### src/rtl/gf64_pkg.sv
`default_nettype none
// ============================================================================
//  Module      : gf64_pkg
//  Description : Shared widths, default reduction polynomial and sequential
//                FSM state encoding for the GF(2^64) datapath blocks.
//  Revision    : 1.0 - initial release
// ============================================================================
package gf64_pkg;

    localparam int          GF64_W            = 64;
    localparam int          GF64_PW           = 128;
    localparam logic [63:0] GF64_POLY_DEFAULT = 64'h1B;

    // Common three-phase handshake FSM used by GF64 sequential blocks
    typedef enum logic [1:0] {
        IDLE = 2'd0,
        RUN  = 2'd1,
        DONE = 2'd2
    } gf64_state_e;

endpackage : gf64_pkg
`default_nettype wire

### src/rtl/gf64_reduce_step.sv
`default_nettype none
// ============================================================================
//  Module      : gf64_reduce_step
//  Description : Combinational slice of the polynomial divider. Eliminates
//                STEP dividend bits, MSB first, starting at bit i_base, and
//                returns the updated working value plus the quotient bits.
//  Revision    : 1.0 - initial release
// ============================================================================
module gf64_reduce_step
    import gf64_pkg::*;
#(
    parameter logic [63:0] POLY = GF64_POLY_DEFAULT,
    parameter int          STEP = 4
) (
    input  logic [GF64_PW-1:0] i_w,
    input  logic [6:0]         i_base,
    output logic [GF64_PW-1:0] o_w,
    output logic [STEP-1:0]    o_q
);

    // Full divisor x^64 + POLY, aligned at bit 0 and shifted under each
    // eliminated bit.
    localparam logic [GF64_PW-1:0] c_POLY_FULL = {63'd0, 1'b1, POLY};

    logic [GF64_PW-1:0] w_acc;
    logic [6:0]         w_pos;

    // Chain of STEP conditional XOR stages; each stage sees the previous one's result
    always_comb begin
        w_acc = i_w;
        w_pos = '0;
        o_q   = '0;
        for (int j = 0; j < STEP; j++) begin
            w_pos           = i_base - 7'(j);
            o_q[STEP-1-j]   = w_acc[w_pos];
            if (w_acc[w_pos]) begin
                // w_pos is in 64..127, so the 7-bit subtract gives the shift 0..63
                w_acc = w_acc ^ (c_POLY_FULL << (w_pos - 7'd64));
            end
        end
        o_w = w_acc;
    end

endmodule : gf64_reduce_step
`default_nettype wire

### src/rtl/gf64_reduce.sv
`default_nettype none
// ============================================================================
//  Module      : gf64_reduce
//  Description : Sequential GF(2)[x] divider. Reduces a 128-bit carryless
//                product modulo x^64 + POLY, STEP bits per cycle, returning
//                remainder and quotient behind valid/ready handshakes.
//                Latency is data-independent (64/STEP RUN cycles always).
//  Revision    : 1.0 - initial release
// ============================================================================
module gf64_reduce
    import gf64_pkg::*;
#(
    parameter logic [63:0] POLY = GF64_POLY_DEFAULT,
    parameter int          STEP = 4
) (
    input  logic                clk,
    input  logic                rst,
    input  logic                in_valid,
    output logic                in_ready,
    input  logic [GF64_PW-1:0]  in_product,
    output logic                out_valid,
    input  logic                out_ready,
    output logic [GF64_W-1:0]   out_rem,
    output logic [GF64_W-1:0]   out_quot
);

    localparam int         c_NUM_STEPS = 64 / STEP;
    localparam logic [5:0] c_LAST_CNT  = 6'(c_NUM_STEPS - 1);

    // Only power-of-two STEP values up to 32 divide the 64 quotient bits evenly
    generate
        if (!(STEP == 1 || STEP == 2 || STEP == 4 || STEP == 8 ||
              STEP == 16 || STEP == 32)) begin : g_bad_step
            $error("gf64_reduce: STEP must be one of 1,2,4,8,16,32");
        end
    endgenerate

    gf64_state_e        r_state;
    gf64_state_e        w_state_nxt;
    logic [GF64_PW-1:0] r_w;
    logic [GF64_W-1:0]  r_q;
    logic [5:0]         r_cnt;
    logic [GF64_W-1:0]  r_rem;
    logic [GF64_W-1:0]  r_quot;

    logic [6:0]         w_base;
    logic [GF64_PW-1:0] w_w_nxt;
    logic [STEP-1:0]    w_q_bits;
    logic [GF64_W-1:0]  w_q_nxt;
    logic               w_last;

    // Highest bit still to be eliminated this cycle
    assign w_base  = 7'd127 - 7'(int'(r_cnt) * STEP);
    assign w_last  = (r_cnt == c_LAST_CNT);
    // Quotient bits emerge MSB first, so they shift in from the bottom
    assign w_q_nxt = {r_q[GF64_W-1-STEP:0], w_q_bits};

    gf64_reduce_step #(
        .POLY (POLY),
        .STEP (STEP)
    ) u_step (
        .i_w    (r_w),
        .i_base (w_base),
        .o_w    (w_w_nxt),
        .o_q    (w_q_bits)
    );

    // State register
    always_ff @(posedge clk) begin
        if (rst) begin
            r_state <= IDLE;
        end else begin
            r_state <= w_state_nxt;
        end
    end

    // Next-state logic
    always_comb begin
        w_state_nxt = r_state;
        case (r_state)
            IDLE:    if (in_valid)  w_state_nxt = RUN;
            RUN:     if (w_last)    w_state_nxt = DONE;
            DONE:    if (out_ready) w_state_nxt = IDLE;
            default:                w_state_nxt = IDLE;
        endcase
    end

    // Working registers, step counter and result capture
    always_ff @(posedge clk) begin
        if (rst) begin
            r_w    <= '0;
            r_q    <= '0;
            r_cnt  <= '0;
            r_rem  <= '0;
            r_quot <= '0;
        end else begin
            case (r_state)
                IDLE: begin
                    if (in_valid) begin
                        r_w   <= in_product;
                        r_q   <= '0;
                        r_cnt <= '0;
                    end
                end
                RUN: begin
                    r_w   <= w_w_nxt;
                    r_q   <= w_q_nxt;
                    r_cnt <= r_cnt + 6'd1;
                    if (w_last) begin
                        r_rem  <= w_w_nxt[GF64_W-1:0];
                        r_quot <= w_q_nxt;
                    end
                end
                default: ;
            endcase
        end
    end

    assign in_ready  = (r_state == IDLE);
    assign out_valid = (r_state == DONE);
    assign out_rem   = r_rem;
    assign out_quot  = r_quot;

endmodule : gf64_reduce
`default_nettype wire

### config.mk
export PLATFORM = sky130hd
export DESIGN_NAME = gf64_reduce
export DESIGN_NICKNAME = d
export VERILOG_FILES = /design/src/rtl/gf64_pkg.sv /design/src/rtl/gf64_reduce_step.sv /design/src/rtl/gf64_reduce.sv
export SDC_FILE = /design/constraint.sdc
export NUM_CORES = 1
export LEC_CHECK = 0
export CAP_MARGIN = 10
export CORE_ASPECT_RATIO = 0.6
export CORE_UTILIZATION = 40
export DETAILED_ROUTE_END_ITERATION = 12
export GPL_ROUTABILITY_DRIVEN = 1
export SYNTH_ARGS = -nofsm -noshare
export SYNTH_HDL_FRONTEND = slang
export SYNTH_SLANG_ARGS = --single-unit
### constraint.sdc
create_clock -name clk -period 7.8 [get_ports clk]
set_input_delay 1.56 -clock clk [delete_from_list [all_inputs] [get_ports clk]]
set_output_delay 1.56 -clock clk [all_outputs]
set_load 0.05 [all_outputs]
==> results of run 1 <==
-- tightest hold or removal path, stage by stage (launching register included) --
cell     delay (ns)
dfxtp_1        0.31
nand2_1        0.05
a21oi_1        0.05
-- power by group through the flow --
stage                     sequential [mW]  combinational [mW]  clock, mW
after floorplan                      1.80               0.560          0
after global placement               1.85                1.03          0
after detailed placement             1.85                1.04          0
after CTS                            1.82                1.04       1.80
after global routing                 1.82                1.12       1.86
final                                1.83                1.08       1.79
-- cell families (layout without fill, tap and decap cells) --
kind of cell | count (synthesis) | count (layout) | share of synthesized area, %
mux | 47 | 47 | 2.578
buf+inv | 214 | 568 | 4.623
fa+ha+maj | 6 | 6 | 0.3945
flops | 324 | 324 | 34.09
compound gates | 568 | 568 | 20.58
xor+xnor | 306 | 306 | 14.28
simple gates | 984 | 984 | 23.46
-- cell type report --
type | instances | area, um^2 | share of cell area, %
repair buffers | 498 | 4497 | 18.20
flip-flops and latches | 324 | 6489 | 26.26
well taps | 630 | 788.3 | 3.191
inverters | 9 | 33.78 | 0.1367
clock inverters | 11 | 198.9 | 0.8052
clock buffers | 50 | 992.2 | 4.016
multi-input cells | 1911 | 11710 | 47.39
-- registers in the layout (all words and copies together) (netlist names) --
| name | cells |
|---|---|
| r_w | 128 |
| out_quot | 64 |
| out_rem | 64 |
| r_q | 60 |
| r_cnt | 6 |
| r_state | 2 |
-- worst max-delay path by stage --
stage,from,depth (start not counted),endpoint,slack (ns)
finish,r_cnt[4],24,r_w[7],0.29
global route,r_cnt[4],24,r_w[31],0.29
CTS,r_cnt[4],24,r_w[32],0.67
detailed placement,r_cnt[4],24,r_w[32],0.74
global placement,r_cnt[4],24,r_w[107],0.72
floorplan,r_cnt[0],26,r_w[8],2.02
-- cell usage in the layout (no fill, tap or decap), types with 88 or more instances in the layout --
master	synthesis	routed
nand2_1	396	395
nor2_1	307	303
xnor2_1	215	215
dfxtp_1	324	322
a211oi_1	98	98
a22oi_1	107	107
xor2_1	88	88
a21oi_1	102	102
buf_4	8	229
clkdlybuf4s50_1	0	260
-- cells in the mapped netlist, drive strengths merged (6+ instances only) --
cell type / number
a211oi: 98
a21boi: 7
a21oi: 103
a221oi: 6
a222oi: 22
a22oi: 109
a31oi: 10
and2: 16
and3: 15
and4: 10
buf: 47
clkbuf: 158
dfxtp: 324
ha: 6
inv: 8
mux2: 13
mux2i: 34
nand2: 396
nand2b: 16
nand3: 45
nand3b: 35
nand4: 13
nor2: 308
nor2b: 11
nor3: 63
nor3b: 8
nor4: 8
nor4b: 6
o211ai: 7
o21ai: 63
o22ai: 86
or3: 12
xnor2: 216
xor2: 88
-- metrics by stage --
step / power, mW / area, um^2 / util (%) / cells
2_1_floorplan: 2.362 / 19030 / - / 2449
3_3_place_gp: 2.885 / 23520 / 50.43 / 3372
3_5_place_dp: 2.891 / 23520 / 50.43 / 3372
4_1_cts: 4.661 / 24710 / 52.98 / 3433
5_1_grt: 4.807 / 24710 / 52.98 / 3433
6_report: 4.693 / 24710 / 52.98 / 3433
-- layer usage --
layer	vias up	track usage [%]	wire length (um)
li1	9259	-	-
met1	10300	58.09	45260
met2	1231	51.81	37170
met3	139	14.16	12960
met5	-	0	20
met4	2	8.061	1834
==> out/results.txt, run 1 <==
Routed wire length: 97260 um
Max Cap Viol: 0
Peak supply drop: 130.8 uV
P&R area growth vs syn: 29.84%
Max Root-Sink Buffers: 3
CP top delay family: simple AND/OR/NAND/NOR gates
Starting density of the core: 40.80%
DP Worst Slack: 0.7356 ns
Initial DRC Count: 2836
P_int: 3.186 mW
Crit path buf inv count: 6
Post-CTS sizing: 0
Synth warnings: 0
HP Class: reg2reg
Max Fclk: 0.1332 GHz
Reg clk slew, reported paths: 0.06 ns
Total GRT Usage: 38.88%
CTS tree: done
Final Cycle Share: 96.24%
Worst R2R Start: r_cnt[4]
Total negative slack: 0 ns
N_diodes: 0
Reg2reg end: r_w[7]
Post-CTS setup buffer count: 0
Flops & latches, synth: 324
Insertion delay to the later sink of the worst-skew pair: 0.57 ns
Mapped Avg Cell Area: 7.770 um^2
Number of global-route vias before repair: 19450
Vias: 20930
Initial antenna violation count: 2
Slew Limit Fails: 0
Remaining antenna violation count: 0
Power Dens Cells: 189.9 nW/um^2
Core outline area: 46630 um^2
Routability Congestion: 1.056
Largest stage delay, worst path: 0.77 ns
Most frequent CP cell: buf_4
Worst Path Arrival: 7.91 ns
Startpoint types: flip-flop
Vias per Instance: 6.096
Clock sink count: 324
Routed WL per cell: 28.33 um
Comb power frac: 23.0%
CP Cell Sequence: buf_4 -> nor4bb_1 -> nor3_1 -> or4_1 -> nor4_2 -> nand4_2 -> o41a_1 -> buf_12 -> buf_4 -> or3_1 -> a31oi_1 -> nand4_2 -> a21oi_2 -> o21ai_1 -> buf_4 -> a221oi_1 -> nand4_1 -> o32ai_4 -> xor2_1 -> buf_4 -> buf_4 -> nand2_1 -> xnor2_1 -> a211oi_1
First-pass GRT wire length: 138000 um
Sequential share of the synthesized area: 34.09%
Crit end category: flip-flop
Final setup violating endpoints: 0
Synth top area cells: dfxtp_1 34%, xnor2_1 9.9%, nand2_1 7.8%, nor2_1 6.1%, a22oi_1 4.2%
GRT overflow: 0
Main synth FF type: dfxtp_1
Hold buffer count at CTS: 0
Final hold vios: 0
DRC Markers: 0
Status: finished, final reports clean
Final net count: 2917
Tmin final: 7.507 ns
Top cell type by total area after synthesis: dfxtp_1
Asr flop ratio synth: 0%
Hold endpoint: out_quot[44]
Fillers: 4451
Pleak: 8.456 nW
Reg2Reg Depth: 24
Critical path type: reg2reg
Pre-antenna DRT Iters: 8
Largest net degree at the start of global routing: 191
Switch Pwr: 1.507 mW
Layout cell share with drive strength beyond 1: 12.13%
Die Wd: 283.6 um
Crit path max fanout: 19
Worst path slowest cell: nor4bb_1
WHS Path Cells: 2
Library cells used by synthesis: 93
CP required: 8.20 ns
Ports: 262
Hold Startpoint: out_quot[44]
Clock power share: 38.2%
Flop pwr share: 38.9%
Cell row count: 61
Cell count after synthesis: 2449
R2R setup slack: 0.29 ns
Post-synth EDFFs: 0
Chip Height: 170.9 um
Worst Slack Setup Final: 0.2931 ns
Full die area: 48480 um^2
Actual slew at the worst max-slew pin: 1.205 ns
RSZ-0062 raised after global routing: false
CTS H-tree lvls: 2
Synth Cell Area: 19030 um^2
# port buffers: 261
Final Skew: 0.02388 ns
Max-slew headroom: 19.36%
Area share of the largest cell type after synthesis: 34.09%
TritonCTS Buffers: 35
CTS root buf: clkbuf_16
Mapped Nets: 2587
Net Sw Frac: 32.12%
Post-DP HPWL: 72200 um
Hold WS: 0.4525 ns
No activity file was read; power rests on OpenSTA's default activity.
==> inputs of run 2 (changes only) <==
CTS_CLUSTER_DIAMETER = 100   (was unset)
==> results of run 2 <==
The final DEF is identical to that of run 1; final timing and power are the same.
